**src/rtl/data_mem_arbiter_pkg.sv**
```systemverilog
// Shared types and constants for the data memory arbiter slice.
package data_mem_arbiter_pkg;

  typedef logic [31:0] word_t;
  typedef logic [3:0]  byte_sel_t;

  typedef enum logic {
    ARB_RR,
    ARB_LOCKED
  } arb_state_t;

  typedef enum logic {
    ARB_CORE,
    ARB_DBG
  } arb_port_t;

  localparam int unsigned DATA_MEM_ARB_MAX_LOCK = 16;

  // A request with no byte enables set is a read.
  function automatic logic is_read(input byte_sel_t sel);
    return (sel == 4'b0000);
  endfunction

endpackage

```
**src/rtl/data_mem_arbiter_grant.sv**
```systemverilog
// Combinational two-way grant decision: round-robin, or DBG-priority lock
// with a bound on how long CORE can be held off.
module arb_grant_2
  import data_mem_arbiter_pkg::*;
#(
  parameter int unsigned MAX_LOCK_CYCLES = DATA_MEM_ARB_MAX_LOCK,
  parameter int unsigned CNT_W           = $clog2(MAX_LOCK_CYCLES + 1)
) (
  input  logic             locked_i,
  input  logic             dbg_lock_i,
  input  logic             last_dbg_i,
  input  logic [CNT_W-1:0] starve_cnt_i,
  input  logic             core_valid_i,
  input  logic             dbg_valid_i,
  output logic [1:0]       grant_o
);

  logic lock_active;
  logic starved;

  assign lock_active = locked_i && dbg_lock_i;
  assign starved     = (starve_cnt_i == CNT_W'(MAX_LOCK_CYCLES));

  // grant_o[0] = CORE, grant_o[1] = DBG; a grant is only ever given to a valid port.
  always_comb begin
    grant_o = 2'b00;
    if (lock_active) begin
      if (starved && core_valid_i)  grant_o = 2'b01;
      else if (dbg_valid_i)         grant_o = 2'b10;
      else if (core_valid_i)        grant_o = 2'b01;
    end else begin
      if (core_valid_i && dbg_valid_i) grant_o = last_dbg_i ? 2'b01 : 2'b10;
      else if (core_valid_i)           grant_o = 2'b01;
      else if (dbg_valid_i)            grant_o = 2'b10;
    end
  end

endmodule

```
**src/rtl/data_mem_arbiter.sv**
```systemverilog
// Arbitrates the single data memory port between the core load/store path
// and the debug loader; registered responses one cycle after each transfer.
module data_mem_arbiter
  import data_mem_arbiter_pkg::*;
#(
  parameter int unsigned MAX_LOCK_CYCLES = DATA_MEM_ARB_MAX_LOCK,
  parameter int unsigned CNT_W           = $clog2(MAX_LOCK_CYCLES + 1)
) (
  input  logic        clk,
  input  logic        rst_n,
  input  logic        core_req_valid,
  output logic        core_req_ready,
  input  logic [31:0] core_addr,
  input  logic [31:0] core_wr_data,
  input  logic [3:0]  core_wr_sel,
  output logic        core_rsp_valid,
  output logic [31:0] core_rsp_data,
  input  logic        dbg_req_valid,
  output logic        dbg_req_ready,
  input  logic [31:0] dbg_addr,
  input  logic [31:0] dbg_wr_data,
  input  logic [3:0]  dbg_wr_sel,
  output logic        dbg_rsp_valid,
  output logic [31:0] dbg_rsp_data,
  input  logic        dbg_lock,
  output logic [31:0] mem_addr,
  output logic [31:0] mem_wr_data,
  output logic [3:0]  mem_wr_sel,
  input  logic [31:0] mem_rd_data
);

  arb_state_t       state_q, state_d;
  arb_port_t        last_grant_q, last_grant_d;
  logic [CNT_W-1:0] starve_cnt_q, starve_cnt_d;
  logic [1:0]       grant;
  logic             core_xfer, dbg_xfer;
  logic             core_rsp_valid_q, dbg_rsp_valid_q;
  word_t            core_rsp_data_q, dbg_rsp_data_q;

  arb_grant_2 #(
    .MAX_LOCK_CYCLES(MAX_LOCK_CYCLES),
    .CNT_W          (CNT_W)
  ) u_grant (
    .locked_i    (state_q == ARB_LOCKED),
    .dbg_lock_i  (dbg_lock),
    .last_dbg_i  (last_grant_q == ARB_DBG),
    .starve_cnt_i(starve_cnt_q),
    .core_valid_i(core_req_valid),
    .dbg_valid_i (dbg_req_valid),
    .grant_o     (grant)
  );

  // Ready and write enables are gated by rst_n so nothing commits while reset is held.
  always_comb begin
    core_req_ready = grant[0] && rst_n;
    dbg_req_ready  = grant[1] && rst_n;
    core_xfer      = core_req_valid && core_req_ready;
    dbg_xfer       = dbg_req_valid && dbg_req_ready;
    mem_addr       = '0;
    mem_wr_data    = '0;
    mem_wr_sel     = 4'b0000;
    if (grant[0]) begin
      mem_addr    = core_addr;
      mem_wr_data = core_wr_data;
    end else if (grant[1]) begin
      mem_addr    = dbg_addr;
      mem_wr_data = dbg_wr_data;
    end
    if (core_xfer)     mem_wr_sel = core_wr_sel;
    else if (dbg_xfer) mem_wr_sel = dbg_wr_sel;
  end

  // Next-state: lock entry on a locked DBG transfer, release whenever dbg_lock drops.
  always_comb begin
    state_d      = state_q;
    last_grant_d = last_grant_q;
    starve_cnt_d = '0;
    if (core_xfer)     last_grant_d = ARB_CORE;
    else if (dbg_xfer) last_grant_d = ARB_DBG;
    case (state_q)
      ARB_RR: begin
        if (dbg_xfer && dbg_lock) state_d = ARB_LOCKED;
      end
      ARB_LOCKED: begin
        if (!dbg_lock) begin
          state_d = ARB_RR;
        end else if (core_req_valid && !core_xfer) begin
          starve_cnt_d = (starve_cnt_q == CNT_W'(MAX_LOCK_CYCLES)) ? starve_cnt_q
                                                                    : starve_cnt_q + CNT_W'(1);
        end
      end
      default: state_d = ARB_RR;
    endcase
  end

  // Arbitration state registers; last_grant resets to DBG so CORE wins the first tie.
  always_ff @(posedge clk or negedge rst_n) begin
    if (!rst_n) begin
      state_q      <= ARB_RR;
      last_grant_q <= ARB_DBG;
      starve_cnt_q <= '0;
    end else begin
      state_q      <= state_d;
      last_grant_q <= last_grant_d;
      starve_cnt_q <= starve_cnt_d;
    end
  end

  // Response registers: reads capture memory data, writes return zero; data holds otherwise.
  always_ff @(posedge clk or negedge rst_n) begin
    if (!rst_n) begin
      core_rsp_valid_q <= 1'b0;
      dbg_rsp_valid_q  <= 1'b0;
      core_rsp_data_q  <= '0;
      dbg_rsp_data_q   <= '0;
    end else begin
      core_rsp_valid_q <= core_xfer;
      dbg_rsp_valid_q  <= dbg_xfer;
      if (core_xfer) core_rsp_data_q <= is_read(core_wr_sel) ? mem_rd_data : '0;
      if (dbg_xfer)  dbg_rsp_data_q  <= is_read(dbg_wr_sel)  ? mem_rd_data : '0;
    end
  end

  assign core_rsp_valid = core_rsp_valid_q;
  assign core_rsp_data  = core_rsp_data_q;
  assign dbg_rsp_valid  = dbg_rsp_valid_q;
  assign dbg_rsp_data   = dbg_rsp_data_q;

  // A waiting requester must keep its request unchanged until it is accepted.
  property p_hold_core;
    @(posedge clk) disable iff (!rst_n)
      (core_req_valid && !core_req_ready) |=>
        (core_req_valid && $stable(core_addr) && $stable(core_wr_data) && $stable(core_wr_sel));
  endproperty

  property p_hold_dbg;
    @(posedge clk) disable iff (!rst_n)
      (dbg_req_valid && !dbg_req_ready) |=>
        (dbg_req_valid && $stable(dbg_addr) && $stable(dbg_wr_data) && $stable(dbg_wr_sel));
  endproperty

  a_hold_core: assert property (p_hold_core);
  a_hold_dbg:  assert property (p_hold_dbg);

endmodule

```
**config.mk**
```make
export PLATFORM = sky130hd
export DESIGN_NAME = data_mem_arbiter
export DESIGN_NICKNAME = d
export VERILOG_FILES = /design/src/rtl/data_mem_arbiter_pkg.sv /design/src/rtl/data_mem_arbiter_grant.sv /design/src/rtl/data_mem_arbiter.sv
export SDC_FILE = /design/constraint.sdc
export NUM_CORES = 1
export LEC_CHECK = 0
export CAP_MARGIN = 20
export CELL_PAD_IN_SITES_DETAIL_PLACEMENT = 1
export CELL_PAD_IN_SITES_GLOBAL_PLACEMENT = 1
export CORE_AREA = 5 5 118 120
export CTS_BUF_LIST = sky130_fd_sc_hd__clkbuf_8
export DETAILED_ROUTE_END_ITERATION = 8
export DIE_AREA = 0 0 123 125
export DONT_BUFFER_PORTS = 1
export GPL_ROUTABILITY_DRIVEN = 0
export GPL_TIMING_DRIVEN = 0
export PLACE_DENSITY_LB_ADDON = 0.15
export SKIP_CTS_REPAIR_TIMING = 1
export SLEW_MARGIN = 30
export SYNTH_ARGS = -nofsm -noshare
export SYNTH_HDL_FRONTEND = slang
export SYNTH_SLANG_ARGS = --single-unit
```
**constraint.sdc**
```tcl
create_clock -name clk -period 2.45 [get_ports clk]
set_clock_uncertainty 0.1 [all_clocks]
set_input_delay 0.245 -clock clk [delete_from_list [all_inputs] [get_ports clk]]
set_output_delay 0.245 -clock clk [all_outputs]
set_load 0.02 [all_outputs]
```
==> results.json, run 1 <==
{
  "grtUsageMet3_pct": 6.73,
  "antenna_cells": 0,
  "max_stage_delay_ns": 0.42,
  "synth_seq_area_share_pct": 50.0,
  "status": "finished clean",
  "postSynthCellCount": 336,
  "grt_pass1_vias": 3044,
  "grt_remaining_overflow": 0,
  "use_met1_pct": 23.5,
  "end_kind": "output port",
  "pwr-share-comb_pct": 28.6,
  "cts_root_buf": "clkbuf_8",
  "met2_usage_pct": 32.4,
  "rsz0062_at_grt": "yes",
  "swShare_pct": 32.4,
  "finish.utilization_pct": 40.8,
  "antenna_found_initial": 0,
  "cts.htree.levels": 3,
  "numCtsBuffers": 9,
  "setup_tns_ns": 0,
  "drt_iter0_drc": 87,
  "ys_warn_count": 0,
  "post_drt_wl_per_cell_um": 29.0,
  "hpwl_um": 12800,
  "crit_end": "mem_wr_data[9]",
  "routed_wl_um": 16600,
  "async_reset_ff_share_pct": 100,
  "crit_start": "starve_cnt_q[1]",
  "drive_gt1_share_pct": 30.7,
  "hold_viol_final": 0,
  "vias_per_cell": 5.31,
  "cts_buffer_depth": 2,
  "final_max_slew_viol_count": 0,
  "route.detailed.drc": 0,
  "synth_ff_type": "dfrtp_1",
  "p_sw_mw": 1.13,
  "worstRegToRegCells": 7,
  "start_util_pct": 28.4,
  "synth_cell_types": 27,
  "cts_tree": "yes",
  "relSlewSlack_pct": 58.1,
  "ios": 309,
  "dpl_cell_area_sq_um": 3880,
  "crit_path_top_delay_cell": "dfrtp_1",
  "p_int_mw": 2.35,
  "critPathArrivalTime_ns": 2.06,
  "tightestPinTransition_ns": 0.623,
  "syn_area_sq_um": 3650,
  "grt_busiest_layer": "met2",
  "fmax_mhz": 416,
  "finalSetupViolCount": 0,
  "clkLatencyLatePin_ns": 0.34,
  "cp_cell_sequence": "inv_2 > ha_4 > nand4bb_4 > o221a_4 > buf_12 > buf_8 > a22o_4",
  "die-area_sq_um": 15400,
  "avgSynthCellArea_sq_um": 10.9,
  "rrSetupSlack_ns": 0.33,
  "power_leakage_nw": 2.37,
  "ys_seq_elements": 73,
  "clkPwrFrac_pct": 32.4,
  "clk_pin_slew_worst_paths_ns": 0.07,
  "synth_nets": 511,
  "port_buffers": 0,
  "fp-row-count": 42,
  "grt_pass1_wl_um": 21400,
  "coreArea_sq_um": 12900,
  "p_total_mw": 3.48,
  "final_cell_area_sq_um": 5260,
  "r2r-end": "core_rsp_data[29]",
  "grt_use_total_pct": 19.0,
  "reg2reg_from": "starve_cnt_q[1]",
  "period_minus_slack_ns": 2.41,
  "clkSinkCount": 73,
  "nets": 567,
  "grt_max_degree": 79,
  "hold_ws_ns": 0.0279,
  "die_w_um": 123,
  "die_h_um": 125,
  "syn_to_final_growth_pct": 43.9,
  "dr.pass1.iters": 4,
  "p_per_area_nw_per_um2": 661,
  "peakVddDrop_mv": 0.243,
  "crit_fanout": 10,
  "critPathLaunchType": "flip-flop",
  "pwr-share-seq_pct": 39.0,
  "ant_nets": 0,
  "crit_required_ns": 2.11,
  "maxCapViolCount": 0,
  "hold_path.class": "in2reg",
  "layout_worst_path_cycle_share_pct": 98.2,
  "synth_edf_count": 0,
  "dr_total_vias": 3041,
  "crit_type": "reg2out"
}
sequential cells by signal, indices dropped and copies added (netlist names):
name	flops
state_q	1
core_rsp_data	32
last_grant_q	1
dbg_rsp_valid	1
core_rsp_valid	1
dbg_rsp_data	32
starve_cnt_q	5
metrics by stage:
stage	setup slack (ns)	std cells
after floorplan	0.300	336
after global routing	-0.0474	573
final	0.0441	573
after CTS	-0.580	528
after global placement	-0.208	512
after detailed placement	-0.192	512
kinds of logic (layout without fill, tap and decap cells):
logic type	count (synthesis)	in the layout	share of synthesized area (%)
XOR/XNOR	3	3	0.719
AND/OR/NAND/NOR	55	55	7.12
AO/OA/AOI/OAI	106	106	25.3
adder cells (fa/ha/maj)	2	2	0.685
buffers and inverters	65	126	7.40
multiplexers	32	32	8.77
flip-flops	73	73	50.0
synthesized netlist by cell type (2+ instances only):
cell	n	area share, %
inv_1	36	3.7
nor4_1	2	0.34
nor2_1	4	0.41
xor2_1	2	0.48
mux2i_1	32	8.8
nand2_1	37	3.8
nor3_1	2	0.27
nand3_1	3	0.41
buf_6	2	0.62
ha_1	2	0.68
and2_1	3	0.51
buf_2	9	1.2
o21a_1	2	0.41
buf_1	9	0.92
clkbuf_1	9	0.92
a22o_1	100	24
dfrtp_1	72	49
routing by layer:
layer  wire (um)  share of wire, %
met5           0                 0
met4         116              0.70
met3        1490               9.0
met2        8600                52
met1        6420                39
worst min path at each step:
stage	startpoint	endpoint	slack (ns)	depth (start not counted)
3_3_place_gp	rst_n	core_rsp_data[9]	-0.15	0
3_5_place_dp	rst_n	core_rsp_data[9]	-0.15	0
2_1_floorplan	rst_n	core_rsp_data[0]	-0.15	0
4_1_cts	rst_n	core_rsp_data[4]	-0.53	0
6_report	dbg_wr_sel[2]	dbg_rsp_data[26]	0.03	3
5_1_grt	dbg_wr_sel[2]	dbg_rsp_data[26]	0.02	3
layout by cell type, fill, tap and decap left out, types with 4 or more instances in the layout:
cell type      synthesis  final
buf_2                  9      7
mux2i_1               32     32
inv_1                 36     35
a22o_1               100     36
dfrtp_1               72     72
nand2_1               37     36
nor2_1                 4      4
dlygate4sd3_1          0     34
a22o_4                 0     64
clkbuf_8               0      9
buf_4                  0     13
clkbuf_1               9      7
buf_6                  2      5
power by group through the flow:
stage / sequential [mW] / combinational [mW] / clock [mW]
after global routing: 1.36 / 1.04 / 1.21
after detailed placement: 1.38 / 0.658 / 0
final: 1.35 / 0.994 / 1.13
after global placement: 1.38 / 0.657 / 0
after CTS: 1.36 / 0.661 / 1.16
after floorplan: 1.36 / 0.522 / 0
critical path, delay by kind of cell (launching register included):
family | cells | cell delay (ns)
AOI/OAI and AO/OA | 2 | 0.62
adders and majority gates | 1 | 0.14
buffers and inverters | 3 | 0.38
DFF | 1 | 0.42
and+or+nand+nor | 1 | 0.15
layout make-up:
cell class | instances | area, sq um
repair buffers | 46 | 448
clock inverters | 7 | 111
flip-flops and latches | 73 | 1830
multi-input cells | 198 | 2170
inverters | 36 | 138
well taps | 176 | 220
clock buffers | 9 | 124
plain buffers | 28 | 223
fillers | 1339 | 7620
Note: power is estimated with default switching activity, not from simulation.
==> run 2, diff against run 1 <==
--- a/config.mk
+++ b/config.mk
@@ -6,8 +6,6 @@
 export NUM_CORES = 1
 export LEC_CHECK = 0
 export CAP_MARGIN = 20
-export CELL_PAD_IN_SITES_DETAIL_PLACEMENT = 1
-export CELL_PAD_IN_SITES_GLOBAL_PLACEMENT = 1
 export CORE_AREA = 5 5 118 120
 export CTS_BUF_LIST = sky130_fd_sc_hd__clkbuf_8
 export DETAILED_ROUTE_END_ITERATION = 8
==> run 2 against run 1 <==
Sequential share of layout area up 0.62 points. Non-clock buffer count unchanged. Clock power down 4%. Sequential power about the same. Die area unchanged. Wire length down 5.1%. Critical path type unchanged. Critical path depth unchanged. Highest routed layer unchanged. Register-to-register slack better by 0.03 ns. Global-route usage down 0.28 points. Final cell count down 0.17%. Power down 2.9%. Critical endpoint is now mem_wr_data[0]. First-iteration DRC count up 29%.
==> results.json, run 2 (synthesis results as in run 1) <==
{
  "dr.pass1.iters": 4,
  "setup_ws_ns": 0.0513,
  "crit_type": "reg2out",
  "crit_required_ns": 2.11,
  "die_h_um": 125,
  "pwr-share-comb_pct": 27.9,
  "clk_pin_slew_worst_paths_ns": 0.08,
  "fp-row-count": 42,
  "p_per_area_nw_per_um2": 653,
  "pwr-share-seq_pct": 40.1,
  "finalSetupViolCount": 0,
  "drive_gt1_share_pct": 30.8,
  "period_minus_slack_ns": 2.40,
  "regArea_sq_um": 1830,
  "coreArea_sq_um": 12900,
  "status": "finished clean",
  "drt_iter0_drc": 112,
  "die_w_um": 123,
  "vias_per_cell": 5.18,
  "tightestPinTransition_ns": 0.695,
  "layout_commonest_cell": "dfrtp_1",
  "start_util_pct": 28.4,
  "numCtsBuffers": 9,
  "p_sw_mw": 1.06,
  "critPathLaunchType": "flip-flop",
  "cts_tree": "yes",
  "ant_nets": 0,
  "hpwl_um": 12300,
  "clkSinkCount": 73,
  "grt_pass1_wl_um": 20900,
  "critPathArrivalTime_ns": 2.05,
  "power_leakage_nw": 2.32,
  "multiInputGateArea_sq_um": 2080,
  "p_total_mw": 3.37,
  "hold_ws_ns": 0.0278,
  "finish.utilization_pct": 40.1,
  "nets": 567,
  "hold_viol_final": 0,
  "die-area_sq_um": 15400,
  "hold_path.class": "in2reg",
  "fillers": 1234,
  "cts_buffer_depth": 2,
  "relSlewSlack_pct": 53.3,
  "final_max_slew_viol_count": 0,
  "syn_to_final_growth_pct": 41.4,
  "end_kind": "output port",
  "place_ws_ns": -0.315,
  "p_int_mw": 2.31,
  "grt_remaining_overflow": 0,
  "routed_wl_um": 15800,
  "route.detailed.drc": 0,
  "grt_use_total_pct": 18.8,
  "antenna_cells": 0,
  "clkPwrFrac_pct": 32.1,
  "fmax_mhz": 417,
  "crit_fanout": 10,
  "antenna_found_initial": 0,
  "ios": 309,
  "cts.htree.levels": 3,
  "peakVddDrop_mv": 0.275,
  "post_drt_wl_per_cell_um": 27.6,
  "swShare_pct": 31.5,
  "rsz0062_at_grt": "yes",
  "cts_root_buf": "clkbuf_8",
  "maxCapViolCount": 0,
  "layout_worst_path_cycle_share_pct": 97.9,
  "port_buffers": 0,
  "dr_total_vias": 2963,
  "grt_pass1_vias": 2976,
  "final_cell_mix": "72 x dfrtp_1, 52 x a22o_4, 36 x nand2_1, 36 x a22o_1",
  "grt_max_degree": 79,
  "clkLatencyLatePin_ns": 0.34
}
==> run 2: changes by cell type in the layout (fill, tap and decap cells not counted), sizes merged <==
cell	delta
clkinvlp	+1
buf	+3
clkinv	-2
bufinv	-1
inv	-2
==> run 2: cell type report <==
class	count	share of cell area (%)
multi-input combinational	198	40.3
sequential	73	35.4
timing repair buffer	46	8.72
tap	176	4.26
buffer	28	4.22
clock buffer	12	3.20
inverter	36	2.69
clock inverter	3	1.24
==> run 2: path summary, 6_finish.rpt <==
| path | slack [ns] | startpoint | to | depth (start not counted) |
|---|---|---|---|---|
| max reg2reg | 0.36 | starve_cnt_q[0] | core_rsp_data[25] | 8 |
| min reg2reg | 0.44 | last_grant_q | last_grant_q | 1 |
| max in group asynchronous | 1.58 | rst_n | last_grant_q | 2 |
| min | 0.03 | dbg_wr_sel[2] | dbg_rsp_data[25] | 3 |
| min in group asynchronous | 0.34 | rst_n | dbg_rsp_data[15] | 2 |
| max | 0.05 | starve_cnt_q[0] | mem_wr_data[0] | 7 |
==> run 2: per-layer routing <==
layer | wire length, um | track usage, % | up-vias
li1 | - | - | 1327
met1 | 5310 | 18.6 | 1444
met2 | 8070 | 32.7 | 166
met3 | 1990 | 10.8 | 26
met4 | 411 | 5.93 | 0
met5 | 0 | 0 | -
==> run 2: metrics by stage <==
step	std cells	area, sq um	TNS [ns]
after floorplan	336	3650	0
after global placement	512	3870	-6.11
after detailed placement	512	3880	-7.60
after CTS	527	4110	-33.96
after global routing	572	5160	-0.398
final	572	5160	0
==> run 2: critical path: stages, from the launching register on <==
cell and delay, ns:
dfrtp_1 0.40, inv_2 0.08, ha_4 0.14, nand4bb_4 0.14
o221a_4 0.31, buf_8 0.16, buf_6 0.15, a22o_2 0.32
==> run 2: power by group through the flow <==
stage               combinational, mW  sequential [mW]  clock [mW]
finish                          0.941             1.35        1.08
global route                    0.988             1.36        1.17
CTS                             0.635             1.35        1.12
detailed placement              0.634             1.38           0
global placement                0.630             1.38           0
floorplan                       0.522             1.36           0
==> run 3, diff against run 2 <==
--- a/config.mk
+++ b/config.mk
@@ -6,10 +6,10 @@
 export NUM_CORES = 1
 export LEC_CHECK = 0
 export CAP_MARGIN = 20
-export CORE_AREA = 5 5 118 120
+export CORE_AREA = 5 5 117 119
 export CTS_BUF_LIST = sky130_fd_sc_hd__clkbuf_8
 export DETAILED_ROUTE_END_ITERATION = 8
-export DIE_AREA = 0 0 123 125
+export DIE_AREA = 0 0 122 124
 export DONT_BUFFER_PORTS = 1
 export GPL_ROUTABILITY_DRIVEN = 0
 export GPL_TIMING_DRIVEN = 0
==> constraint.sdc (replaced) <==
create_clock -name clk -period 3.05 [get_ports clk]
set_clock_uncertainty 0.1 [all_clocks]
set_input_delay 0.305 -clock clk [delete_from_list [all_inputs] [get_ports clk]]
set_output_delay 0.305 -clock clk [all_outputs]
set_load 0.02 [all_outputs]
==> run 3 against run 2 <==
Worst setup slack improved by 0.11 ns. Critical path type unchanged. Sequential power decreased by 19%. Final cell count decreased by 2.6%. Largest power group unchanged. Power decreased by 31%.
==> results.json, run 3 (synthesis results as in run 1) <==
{
  "drt_iter0_drc": 166,
  "peakVddDrop_mv": 0.232,
  "port_buffers": 0,
  "antenna_found_initial": 2,
  "pwr-share-seq_pct": 46.8,
  "rsz0062_at_grt": "no",
  "ant_nets": 0,
  "numCtsBuffers": 9,
  "grtUsageMet3_pct": 12.0,
  "numPlacedInstances": 508,
  "fp-row-count": 41,
  "final_max_slew_viol_count": 0,
  "pwr-share-comb_pct": 25.1,
  "crit_start": "starve_cnt_q[0]",
  "routed_wl_um": 15700,
  "start_util_pct": 29.3,
  "layoutNonFillerInstCount": 557,
  "cts_root_buf": "clkbuf_8",
  "clkLatencyLatePin_ns": 0.33,
  "cts.htree.levels": 3,
  "max_stage_delay_ns": 0.41,
  "grt_remaining_overflow": 0,
  "period_minus_slack_ns": 2.89,
  "clkSinkCount": 73,
  "dr.pass1.iters": 4,
  "syn_to_final_growth_pct": 20.7,
  "critPathArrivalTime_ns": 2.48,
  "hold_viol_final": 0,
  "layout_worst_path_cycle_share_pct": 94.6,
  "die_w_um": 122,
  "hold_path.class": "in2reg",
  "setup_ws_ns": 0.164,
  "antenna_cells": 0,
  "grt_pass1_wl_um": 20700,
  "reg2reg_from": "starve_cnt_q[0]",
  "drive_gt1_share_pct": 9.35,
  "cp_cell_sequence": "inv_1 > ha_1 > nand4bb_4 > o221ai_1 > buf_2 > clkbuf_2 > a22o_1",
  "dr_total_vias": 3003,
  "p_per_area_nw_per_um2": 527,
  "die_h_um": 124,
  "finish.utilization_pct": 35.4,
  "r2r-end": "core_rsp_data[29]",
  "crit_required_ns": 2.64,
  "crit_family": "compound AO/OA/AOI/OAI gates",
  "ios": 309,
  "tightestPinTransition_ns": 0.616,
  "hpwl_um": 12100,
  "coreArea_sq_um": 12500,
  "status": "finished clean",
  "relSlewSlack_pct": 58.6,
  "swShare_pct": 35.5,
  "grt_busiest_layer": "met2",
  "worstRegToRegCells": 7,
  "grt_pass1_vias": 3052,
  "place_ws_ns": 0.0741,
  "met2_usage_pct": 31.1,
  "layout_commonest_cell": "a22o_1",
  "p_total_mw": 2.32,
  "post_drt_wl_per_cell_um": 28.2,
  "crit_type": "reg2out",
  "final_cell_mix": "98 x a22o_1, 72 x dfrtp_1, 38 x inv_1, 37 x nand2_1, 33 x dlygate4sd3_1",
  "fmax_mhz": 347,
  "die-area_sq_um": 15100,
  "use_met1_pct": 20.3,
  "end_kind": "output port",
  "vias_per_cell": 5.39,
  "path_buf_inv": 3,
  "finalSetupViolCount": 0,
  "crit_path_top_delay_cell": "dfrtp_1",
  "grt_max_degree": 79,
  "crit_end": "mem_addr[24]",
  "clkPwrFrac_pct": 28.1,
  "power_leakage_nw": 1.97,
  "rrSetupSlack_ns": 0.73,
  "crit_fanout": 10,
  "maxCapViolCount": 0,
  "p_int_mw": 1.50,
  "clk_pin_slew_worst_paths_ns": 0.07,
  "grt_use_total_pct": 18.8,
  "p_sw_uw": 825,
  "critPathLaunchType": "flip-flop",
  "cts_tree": "yes",
  "nets": 556,
  "cts_buffer_depth": 2,
  "route.detailed.drc": 0,
  "crit_cells": 7
}
[run 3: power by group through the flow]
stage	sequential [mW]	combinational, mW	clock, mW
finish	1.09	0.584	0.653
global route	1.09	0.619	0.723
CTS	1.09	0.522	0.681
detailed placement	1.11	0.520	0
global placement	1.11	0.518	0
floorplan	1.09	0.419	0
[run 3: worst min path at each step]
stage | startpoint | endpoint | slack [ns] | cells past startpoint
2_1_floorplan | rst_n | core_rsp_data[0] | -0.09 | 0
3_3_place_gp | rst_n | dbg_rsp_data[17] | -0.09 | 0
3_5_place_dp | rst_n | dbg_rsp_data[17] | -0.09 | 0
4_1_cts | rst_n | core_rsp_data[29] | -0.48 | 0
5_1_grt | mem_rd_data[25] | dbg_rsp_data[25] | 0.002 | 2
6_report | mem_rd_data[2] | dbg_rsp_data[2] | 0.002 | 2
[run 3: worst register-to-register path: stages, from the launching register on]
cell,delay [ns]
dfrtp_1,0.41
inv_1,0.09
ha_1,0.21
nand4bb_4,0.15
o221ai_1,0.33
nand2_1,0.26
clkbuf_1,0.35
a22o_1,0.33
[run 3: final cells by class]
type,count,area (sq um)
plain buffers,29,145
clock buffers,10,138
flip-flops and latches,73,1830
well taps,172,215
clock inverters,5,25.0
repair buffers,34,358
inverters,36,135
fillers,1276,8060
multi-input cells,198,1560
[run 3: per-layer routing]
metal / up-vias / routed length (um)
met5: - / 21
met4: 4 / 235
met3: 17 / 2180
li1: 1300 / -
met1: 1508 / 5600
met2: 174 / 7660
[run 3: metrics by stage]
step                TNS (ns)  instance area [sq um]  hold slack [ns]
floorplan                  0                   3650          -0.0906
global placement           0                   3870          -0.0883
detailed placement         0                   3870          -0.0885
CTS                    -3.13                   4040           -0.479
global route               0                   4410          0.00212
finish                     0                   4410          0.00237
